`config.mk`:
```
export PLATFORM = sky130hd
export DESIGN_NAME = bb_descrambler_ctrl
export DESIGN_NICKNAME = d
export VERILOG_FILES = /design/src/rtl/bb_ctrl_pkg.sv /design/src/rtl/bb_kbch_lut.sv /design/src/rtl/bb_descrambler_ctrl.sv
export SDC_FILE = /design/constraint.sdc
export NUM_CORES = 1
export LEC_CHECK = 0
export CAP_MARGIN = 0
export CORE_AREA = 2 2 102 129
export DETAILED_ROUTE_END_ITERATION = 7
export DIE_AREA = 0 0 104 131
export GPL_TIMING_DRIVEN = 1
export PLACE_DENSITY = 0.41
export SLEW_MARGIN = 20
export SYNTH_ARGS = -nofsm -noshare
export SYNTH_HDL_FRONTEND = slang
export SYNTH_SLANG_ARGS = --single-unit
```
`constraint.sdc`:
```
create_clock -name clk -period 4.6 [get_ports clk]
set_input_delay 1.38 -clock clk [delete_from_list [all_inputs] [get_ports clk]]
set_output_delay 1.38 -clock clk [all_outputs]
set_load 0.01 [all_outputs]
```
`src/rtl/bb_ctrl_pkg.sv`:
```
// Shared types and K_BCH tables for the BBFRAME descrambler controller.
// Optional statistics counters in the top are enabled by BB_CTRL_STATS_EN.
package bb_ctrl_pkg;

    typedef enum logic [1:0] {
        ST_IDLE = 2'd0,
        ST_INIT = 2'd1,
        ST_RUN  = 2'd2,
        ST_DROP = 2'd3
    } state_e;

    localparam logic [3:0] RATE_1_4  = 4'd0;
    localparam logic [3:0] RATE_1_3  = 4'd1;
    localparam logic [3:0] RATE_2_5  = 4'd2;
    localparam logic [3:0] RATE_1_2  = 4'd3;
    localparam logic [3:0] RATE_3_5  = 4'd4;
    localparam logic [3:0] RATE_2_3  = 4'd5;
    localparam logic [3:0] RATE_3_4  = 4'd6;
    localparam logic [3:0] RATE_4_5  = 4'd7;
    localparam logic [3:0] RATE_5_6  = 4'd8;
    localparam logic [3:0] RATE_8_9  = 4'd9;
    localparam logic [3:0] RATE_9_10 = 4'd10;

    // Index 0 is the rightmost entry.
    localparam logic [10:0][15:0] KBCH_NORMAL = {
        16'd58192, 16'd57472, 16'd53840, 16'd51648,
        16'd48408, 16'd43040, 16'd38688, 16'd32208,
        16'd25728, 16'd21408, 16'd16008
    };

    localparam logic [9:0][15:0] KBCH_SHORT = {
        16'd14232, 16'd13152, 16'd12432, 16'd11712,
        16'd10632, 16'd9552,  16'd7032,  16'd6312,
        16'd5232,  16'd3072
    };

    function automatic logic cfg_valid(input logic       is_short,
                                       input logic [3:0] rate);
        return (rate <= RATE_9_10) && !(is_short && (rate == RATE_9_10));
    endfunction

endpackage

```
`src/rtl/bb_kbch_lut.sv`:
```
// Combinational frame-type/code-rate to K_BCH lookup with validity flag.
module bb_kbch_lut
    import bb_ctrl_pkg::*;
#(
    parameter int KBCH_W = 16
) (
    input  logic              cfg_short_i,
    input  logic [3:0]        cfg_rate_i,
    output logic [KBCH_W-1:0] kbch_o,
    output logic              valid_o
);

    assign valid_o = cfg_valid(cfg_short_i, cfg_rate_i);

    always_comb begin
        kbch_o = '0;
        if (valid_o) begin
            if (cfg_short_i) begin
                kbch_o = KBCH_W'(KBCH_SHORT[cfg_rate_i]);
            end else begin
                kbch_o = KBCH_W'(KBCH_NORMAL[cfg_rate_i]);
            end
        end
    end

endmodule

```
`src/rtl/bb_descrambler_ctrl.sv`:
```
// Frame sequencer in front of BB_Descrambler: PRBS re-init, K_BCH bit gating, SOF/EOF tags.
// Define BB_CTRL_STATS_EN to add saturating frame/error statistics outputs.
module bb_descrambler_ctrl
    import bb_ctrl_pkg::*;
#(
    parameter int DESC_LAT = 1,
    parameter int KBCH_W   = 16
) (
    input  logic              clk,
    input  logic              rst,
    input  logic              in_valid,
    input  logic              in_bit,
    input  logic              in_sof,
    output logic              in_ready,
    input  logic              cfg_short,
    input  logic [3:0]        cfg_rate,
    output logic              desc_rst,
    output logic              desc_valid,
    output logic              desc_bit,
    output logic [KBCH_W-1:0] desc_kbch,
    input  logic              dsc_valid,
    input  logic              dsc_bit,
    output logic              out_valid,
    output logic              out_bit,
    output logic              out_sof,
    output logic              out_eof,
    output logic              err_short,
    output logic              err_cfg,
    output logic              err_orphan
`ifdef BB_CTRL_STATS_EN
    ,
    output logic [15:0]       stat_frames,
    output logic [15:0]       stat_short,
    output logic [15:0]       stat_cfg,
    output logic [15:0]       stat_orphan
`endif
);

    state_e            state_q, state_d;
    logic [KBCH_W-1:0] kbch_q, kbch_d;
    logic [KBCH_W-1:0] cnt_q, cnt_d, cnt_inc;
    logic              hold_q, hold_d;
    logic              dvalid_q, dvalid_d;
    logic              dbit_q, dbit_d;
    logic              first_q, first_d;
    logic              last_q, last_d;
    logic              eshort_q, eshort_d;
    logic              ecfg_q, ecfg_d;
    logic              eorph_q, eorph_d;
    logic [DESC_LAT-1:0] sof_pipe_q, eof_pipe_q;

    logic [KBCH_W-1:0] lut_kbch;
    logic              lut_valid;
    logic              accept;

    bb_kbch_lut #(
        .KBCH_W(KBCH_W)
    ) u_lut (
        .cfg_short_i(cfg_short),
        .cfg_rate_i (cfg_rate),
        .kbch_o     (lut_kbch),
        .valid_o    (lut_valid)
    );

    assign in_ready = (state_q != ST_INIT);
    assign accept   = in_valid & in_ready;
    assign cnt_inc  = cnt_q + KBCH_W'(1);

    always_comb begin
        state_d  = state_q;
        kbch_d   = kbch_q;
        cnt_d    = cnt_q;
        hold_d   = hold_q;
        dvalid_d = 1'b0;
        dbit_d   = dbit_q;
        first_d  = 1'b0;
        last_d   = 1'b0;
        eshort_d = 1'b0;
        ecfg_d   = 1'b0;
        eorph_d  = 1'b0;

        unique case (state_q)
            ST_INIT: begin
                dvalid_d = 1'b1;
                dbit_d   = hold_q;
                cnt_d    = KBCH_W'(1);
                first_d  = 1'b1;
                state_d  = ST_RUN;
            end
            ST_RUN: begin
                if (accept && !in_sof) begin
                    dvalid_d = 1'b1;
                    dbit_d   = in_bit;
                    cnt_d    = cnt_inc;
                    if (cnt_inc == kbch_q) begin
                        last_d  = 1'b1;
                        state_d = ST_IDLE;
                    end
                end
            end
            ST_IDLE: begin
                eorph_d = accept & ~in_sof;
            end
            default: begin
            end
        endcase

        // A SOF restarts from any accepting state; a running frame is aborted.
        if (accept && in_sof) begin
            eshort_d = (state_q == ST_RUN);
            cnt_d    = '0;
            if (lut_valid) begin
                kbch_d  = lut_kbch;
                hold_d  = in_bit;
                state_d = ST_INIT;
            end else begin
                ecfg_d  = 1'b1;
                state_d = ST_DROP;
            end
        end
    end

    always_ff @(posedge clk or posedge rst) begin
        if (rst) begin
            state_q  <= ST_IDLE;
            kbch_q   <= '0;
            cnt_q    <= '0;
            hold_q   <= 1'b0;
            dvalid_q <= 1'b0;
            dbit_q   <= 1'b0;
            first_q  <= 1'b0;
            last_q   <= 1'b0;
            eshort_q <= 1'b0;
            ecfg_q   <= 1'b0;
            eorph_q  <= 1'b0;
        end else begin
            state_q  <= state_d;
            kbch_q   <= kbch_d;
            cnt_q    <= cnt_d;
            hold_q   <= hold_d;
            dvalid_q <= dvalid_d;
            dbit_q   <= dbit_d;
            first_q  <= first_d;
            last_q   <= last_d;
            eshort_q <= eshort_d;
            ecfg_q   <= ecfg_d;
            eorph_q  <= eorph_d;
        end
    end

    // Tags travel alongside the descrambler's own latency.
    always_ff @(posedge clk or posedge rst) begin
        if (rst) begin
            sof_pipe_q <= '0;
            eof_pipe_q <= '0;
        end else begin
            sof_pipe_q[0] <= first_q;
            eof_pipe_q[0] <= last_q;
            for (int i = 1; i < DESC_LAT; i++) begin
                sof_pipe_q[i] <= sof_pipe_q[i-1];
                eof_pipe_q[i] <= eof_pipe_q[i-1];
            end
        end
    end

    assign desc_rst   = rst | (state_q == ST_INIT);
    assign desc_valid = dvalid_q;
    assign desc_bit   = dbit_q;
    assign desc_kbch  = kbch_q;
    assign out_valid  = dsc_valid;
    assign out_bit    = dsc_bit;
    assign out_sof    = sof_pipe_q[DESC_LAT-1] & dsc_valid;
    assign out_eof    = eof_pipe_q[DESC_LAT-1] & dsc_valid;
    assign err_short  = eshort_q;
    assign err_cfg    = ecfg_q;
    assign err_orphan = eorph_q;

`ifdef BB_CTRL_STATS_EN
    logic [15:0] st_frames_q, st_short_q, st_cfg_q, st_orphan_q;

    always_ff @(posedge clk or posedge rst) begin
        if (rst) begin
            st_frames_q <= '0;
            st_short_q  <= '0;
            st_cfg_q    <= '0;
            st_orphan_q <= '0;
        end else begin
            if (out_eof && st_frames_q != 16'hFFFF) st_frames_q <= st_frames_q + 16'd1;
            if (eshort_q && st_short_q != 16'hFFFF) st_short_q <= st_short_q + 16'd1;
            if (ecfg_q && st_cfg_q != 16'hFFFF) st_cfg_q <= st_cfg_q + 16'd1;
            if (eorph_q && st_orphan_q != 16'hFFFF) st_orphan_q <= st_orphan_q + 16'd1;
        end
    end

    assign stat_frames = st_frames_q;
    assign stat_short  = st_short_q;
    assign stat_cfg    = st_cfg_q;
    assign stat_orphan = st_orphan_q;
`endif

endmodule

```
# Word-level counts from Yosys, hierarchy flattened
# Memory sizes are Yosys's and may differ from the RTL's.
# Index checks and enable logic that the tools add are counted.
# word_totals
ff_bits,44
latchBits,0
ram_bits,0
mem_bits_ro,512
input_bits,12
memories,2
# op_classes
addsub,1
multipliers,0
n_div,0
order_cmp,2
n_eq_ne,8
shift,0
muxes,23
bitwise_logic,6
n_reduce_logical,13
# memory_table
name,words,width,read_ports,rd_clocked_by_memory_dff,wr,line,source
(no name shown),16,16,1,0,0,bb_kbch_lut.sv:19,kbch_o = KBCH_W'(KBCH_SHORT[cfg_rate_i]);
(no name shown),16,16,1,0,0,bb_kbch_lut.sv:21,kbch_o = KBCH_W'(KBCH_NORMAL[cfg_rate_i]);
# ops
operator,count
16-bit two-way mux,5
16-bit one-hot mux with 2 select lines,1
16-bit by 1-bit adder with 16-bit output (second input constant),1
16-bit == test,1
1-bit two-way mux,10
2-bit two-way mux,4
3-bit != test (second input constant),2
2-bit AND reduction,3
4-bit by 5-bit less-than comparator with 1-bit output (second input constant),1
1-bit AND,4
4-bit == test (second input constant),1
4-bit less-or-equal comparator (second input constant),1
1-bit logical AND,4
1-bit one-hot mux with 2 select lines,2
2-bit one-hot mux with 2 select lines,1
3-bit AND reduction,1
3-bit nonzero test,1
2-bit by 1-bit == test with 1-bit output (second input constant),1
2-bit == test (second input constant),1
1-bit zero test,2
2-bit zero test,1
2-bit by 1-bit != test with 1-bit output (second input constant),1
2-bit != test (second input constant),1
2-bit nonzero test,1
2 further kinds,2

# Depth between registers and ports, before layout
# depth
word_depth,6
mapped_depth,10

# Hierarchy
# From an unflattened synthesis, not the netlist that was laid out.
# hier_totals
cells_unflattened,343
area_unflattened_um2,3173.0
# by_module_without_submodules
module,n_inst,cells_per_inst,area_each_um2,seq_area_each_um2
bb_descrambler_ctrl,1,254,2514.9,1101.1
bb_kbch_lut,1,89,658.1,0.0

# Worst setup path after synthesis
# Ideal clock, no wire load.
# synth_path
kind,input -> output
startpoint,in rst
endpoint,out desc_rst
t_arrival_ns,2.491
path_slack_ns,0.729
stages,2
path_cell_list,inv_1 -> nand2_1
# synth_via
elab_chain_len,1
# synth_rtl
item,line,source
from (decl),bb_descrambler_ctrl.sv:10,"input logic rst,"
1-bit bitwise OR,bb_descrambler_ctrl.sv:166,assign desc_rst = rst | (state_q == ST_INIT);
to (decl),bb_descrambler_ctrl.sv:17,"output logic desc_rst,"
# No other way between the ends.

# Final worst setup path
# Ends and elaborated chain as after synthesis.

==> implementation parameters <==
Parameter                              Value

Synth
  Per-instance average area after synthesis    just under 9 um^2
  Count of synthesis-stage warnings from yosys    0
  Async set-or-reset flop fraction in the synthesized netlist    100%
  Number of standard cells after synthesis    roughly 330
  FF+latch count, synth    41
  Dominant synthesized flop cell    sky130_fd_sc_hd__dfrtp_1
  Yosys cell types    64
  Number of enable flip-flop cells after synthesis    0
  Post-synthesis sequential area ratio    a little over a third
  Area of the mapped netlist    about 2900 um^2

Layout
  Finished Cell Area    3480 um^2
  Filler cell count    1389
  Final-stage net count    between 300 and 400
  Storage element area    just over 1000 um^2
  Number of diodes added for antenna fixing    0
  Fraction of layout cells with a size suffix above 1    9.48%
  Largest register by flop count    cnt_q
  Layout overhead on the synthesized area    19.0%
  Max reg flops    16
  Area of the multi-input gates    between 1500 and 2000 um^2
  Utilization of the core after routing    between 20% and 30%

Floorplan
  Core footprint    about 12000 um^2
  Die Span X    approximately 100 um
  Initial cell density of the core    a little under a quarter
  Site row count    between 40 and 50
  Area of the die    ~14000 um^2
  Number of top-level pins    39
  DIE HEIGHT    131 um

Global routing
  Most Used Layer, Global Route    met2
  Met1 usage    between 10% and 20%
  Overall fraction of global-route tracks in use    a little under an eighth
  Vias in the first global route    around 2300
  Pin count of the biggest net entering global routing    42
  First-pass GRT wire length    around 12000 um
  Number of antenna violations at the first check in global routing    0
  Met2 track utilization from global routing    about a fifth
  M3 GR Usage    under 10%
  Total global routing overflow    0

Run
  Max-Cap Viols    0

Detailed routing
  Mean number of vias per cell    between 4 and 5
  Count of vias placed by the detailed router    roughly 2400
  Total wirelength of the detailed-routed design    about 7500 um
  Routed length per placed instance    about 15 um
  Length of the first detailed-routing pass in iterations    4
  Final antenna-violating net count    0
  Drc violations    0
  Number of DRC markers in iteration 0    about 110

Critical path
  Worst setup SP type    input port
  Worst Setup End Kind    output port
  Critical path's most frequent cell    sky130_fd_sc_hd__clkdlybuf4s50_1
  Slowest library cell on the worst path    sky130_fd_sc_hd__clkdlybuf4s50_1
  Cells traversed along the worst timing path    clkdlybuf4s50_1, clkinv_1, nand2_1, clkdlybuf4s50_1
  Data required time of the critical path    between 3 and 4 ns
  Critical path start-end classification    input port to output port
  Worst Path Arrival    2.51 ns
  Slowest cell delay on critical path    roughly 0.53 ns
  Critical path buffer and inverter count    3
  Worst-path maximum fanout    2
  Gate family responsible for the most delay along the worst path    buffers and inverters

Place
  Number of buffer cells added on primary ports    33
  DP Area    around 3300 um^2
  Detailed Place HPWL    roughly 5500 um
  Final estimated routing congestion in global placement    0.788

Timing
  Share of the cycle needed by the critical path after routing    a little over four fifths
  Total count of hold-check failures in the final report    0
  Least-Margin Pin Slew    a little under 0.8 ns
  RSZ-0062 raised after global routing    no
  Worst slew margin relative to its limit    ~48%
  Total count of max-transition violations in the final report    0
  Final critical path time including I/O delays and setup    a little under 4 ns
  Max frequency    about 260 MHz
  Max Clock Skew    0.00513 ns
  Final setup violation count    0
  Setup tns final    0 ns

CTS
  H-tree levels    2
  Setup Fix Bufs, Post-CTS    0
  Number of buffers on the longest clock path    2
  Hold-fix buffers, CTS    0
  Clock tree from TritonCTS    done
  Sinks on Clock Net    between 40 and 50
  Root buffer cell    sky130_fd_sc_hd__clkbuf_16
  Number of gates resized after CTS    0
  CTS Buf Count    5
  Clock Pin Slew Worst Setup and Hold Paths    about 0.06 ns
  Clock network latency to the later pin of the worst-skew pair    0.29 ns

Power
  Power per cell area    395 nW/um^2
  Leakage    0.00145 uW
  Max IR drop VDD    about 0.00014 V

Outcome
  Result of the run    finished, final reports clean

Worst hold path
  Class of the tightest hold or removal check    flip-flop to flip-flop
## synth_stat cells (3+ instances only)
master / count / share of area (%)
sky130_fd_sc_hd__dfrtp_1: 41 / 35
sky130_fd_sc_hd__nand2_1: 37 / 4.7
sky130_fd_sc_hd__o21ai_0: 31 / 5.3
sky130_fd_sc_hd__nor2_1: 24 / 3.1
sky130_fd_sc_hd__xnor2_1: 18 / 5.4
sky130_fd_sc_hd__clkbuf_1: 17 / 2.2
sky130_fd_sc_hd__a21oi_1: 14 / 2.4
sky130_fd_sc_hd__ha_1: 11 / 4.7
sky130_fd_sc_hd__inv_1: 10 / 1.3
sky130_fd_sc_hd__o21ai_1: 9 / 1.5
sky130_fd_sc_hd__o31ai_1: 9 / 2.3
sky130_fd_sc_hd__a211oi_1: 6 / 1.5
sky130_fd_sc_hd__buf_4: 6 / 1.5
sky130_fd_sc_hd__mux2i_1: 6 / 2.1
sky130_fd_sc_hd__nand4_1: 6 / 1.3
sky130_fd_sc_hd__a21o_1: 5 / 1.3
sky130_fd_sc_hd__a31oi_1: 5 / 1.1
sky130_fd_sc_hd__nand3_1: 5 / 0.86
sky130_fd_sc_hd__and3_1: 4 / 0.86
sky130_fd_sc_hd__mux2_2: 4 / 1.5
sky130_fd_sc_hd__clkbuf_8: 3 / 1.4
sky130_fd_sc_hd__nor4_2: 3 / 1.3
sky130_fd_sc_hd__nor4_4: 3 / 2.2
sky130_fd_sc_hd__xor2_1: 3 / 0.90
## final timing paths
kind / from / slack [ns] / end / cells after the start
max in group asynchronous: rst / 2.65 / cnt_q[15]$_DFFE_PP0P_ / 3
setup reg to reg: cnt_q[0]$_DFFE_PP0P_ / 2.10 / state_q[1]$_DFFE_PP0P_ / 7
min in group asynchronous: rst / 1.56 / desc_bit$_DFFE_PP0P_ / 3
hold / removal: first_q$_DFF_PP0_ / 0.35 / sof_pipe_q$_DFF_PP0_ / 0
hold reg to reg: first_q$_DFF_PP0_ / 0.35 / sof_pipe_q$_DFF_PP0_ / 0
setup / recovery: rst / 0.71 / desc_rst / 4
## layer usage
metal	part of all wire (%)	vias to the layer above
met1	45	1142
met5	0	-
met3	1.9	9
met4	2.7	0
met2	50	34
li1	-	1209
## metrics by stage
step                worst slack (ns)  power (uW)  hold slack [ns]  instances
floorplan                      0.729         806            0.331        331
global placement               0.680        1030            0.332        509
detailed placement             0.651        1030            0.336        509
CTS                            0.690        1400            0.351        516
global route                   0.649        1470            0.361        516
finish                         0.710        1370            0.348        516
## final cells by class
| cell class | count | area share [%] |
|---|---|---|
| Tap cell | 168 | 6.04 |
| Clock inverter | 1 | 0.216 |
| Inverter | 11 | 1.19 |
| Multi-Input combinational cell | 249 | 48.1 |
| Timing Repair Buffer | 40 | 11.0 |
| Sequential cell | 41 | 29.5 |
| Clock buffer | 6 | 3.99 |
## power by group
group	total [uW]	switching, uW	internal (uW)
registers	519	85.2	433
logic	499	245	254
clock network	356	143	213
## placed cells by master, fill, tap and decap left out, types with 3 or more instances in the layout
master	synthesis	routed
sky130_fd_sc_hd__a211oi_1	6	6
sky130_fd_sc_hd__a21o_1	5	5
sky130_fd_sc_hd__a21oi_1	14	14
sky130_fd_sc_hd__a31oi_1	5	5
sky130_fd_sc_hd__and3_1	4	4
sky130_fd_sc_hd__buf_4	6	7
sky130_fd_sc_hd__clkbuf_16	0	5
sky130_fd_sc_hd__clkdlybuf4s50_1	0	33
sky130_fd_sc_hd__conb_1	1	3
sky130_fd_sc_hd__dfrtp_1	41	41
sky130_fd_sc_hd__ha_1	11	11
sky130_fd_sc_hd__inv_1	10	9
sky130_fd_sc_hd__mux2_2	4	4
sky130_fd_sc_hd__mux2i_1	6	6
sky130_fd_sc_hd__nand2_1	37	37
sky130_fd_sc_hd__nand3_1	5	5
sky130_fd_sc_hd__nand4_1	6	6
sky130_fd_sc_hd__nor2_1	24	24
sky130_fd_sc_hd__nor4_2	3	3
sky130_fd_sc_hd__nor4_4	3	3
sky130_fd_sc_hd__o21ai_0	31	31
sky130_fd_sc_hd__o21ai_1	9	9
sky130_fd_sc_hd__o31ai_1	9	9
sky130_fd_sc_hd__xnor2_1	18	18
sky130_fd_sc_hd__xor2_1	3	3
## kinds of logic (layout without fill, tap and decap cells)
logic type	count (synthesis)	after routing	share of synthesized area, %
other	1	3	0.128
adder cells (fa/ha/maj)	11	11	4.71
flip-flops	41	41	35.1
XOR/XNOR	21	21	6.29
buffers and inverters	41	58	7.96
multiplexers	10	10	3.59
AO/OA/AOI/OAI	99	99	21.2
AND/OR/NAND/NOR	105	105	21.0
Note: power is estimated with default switching activity, not from simulation.
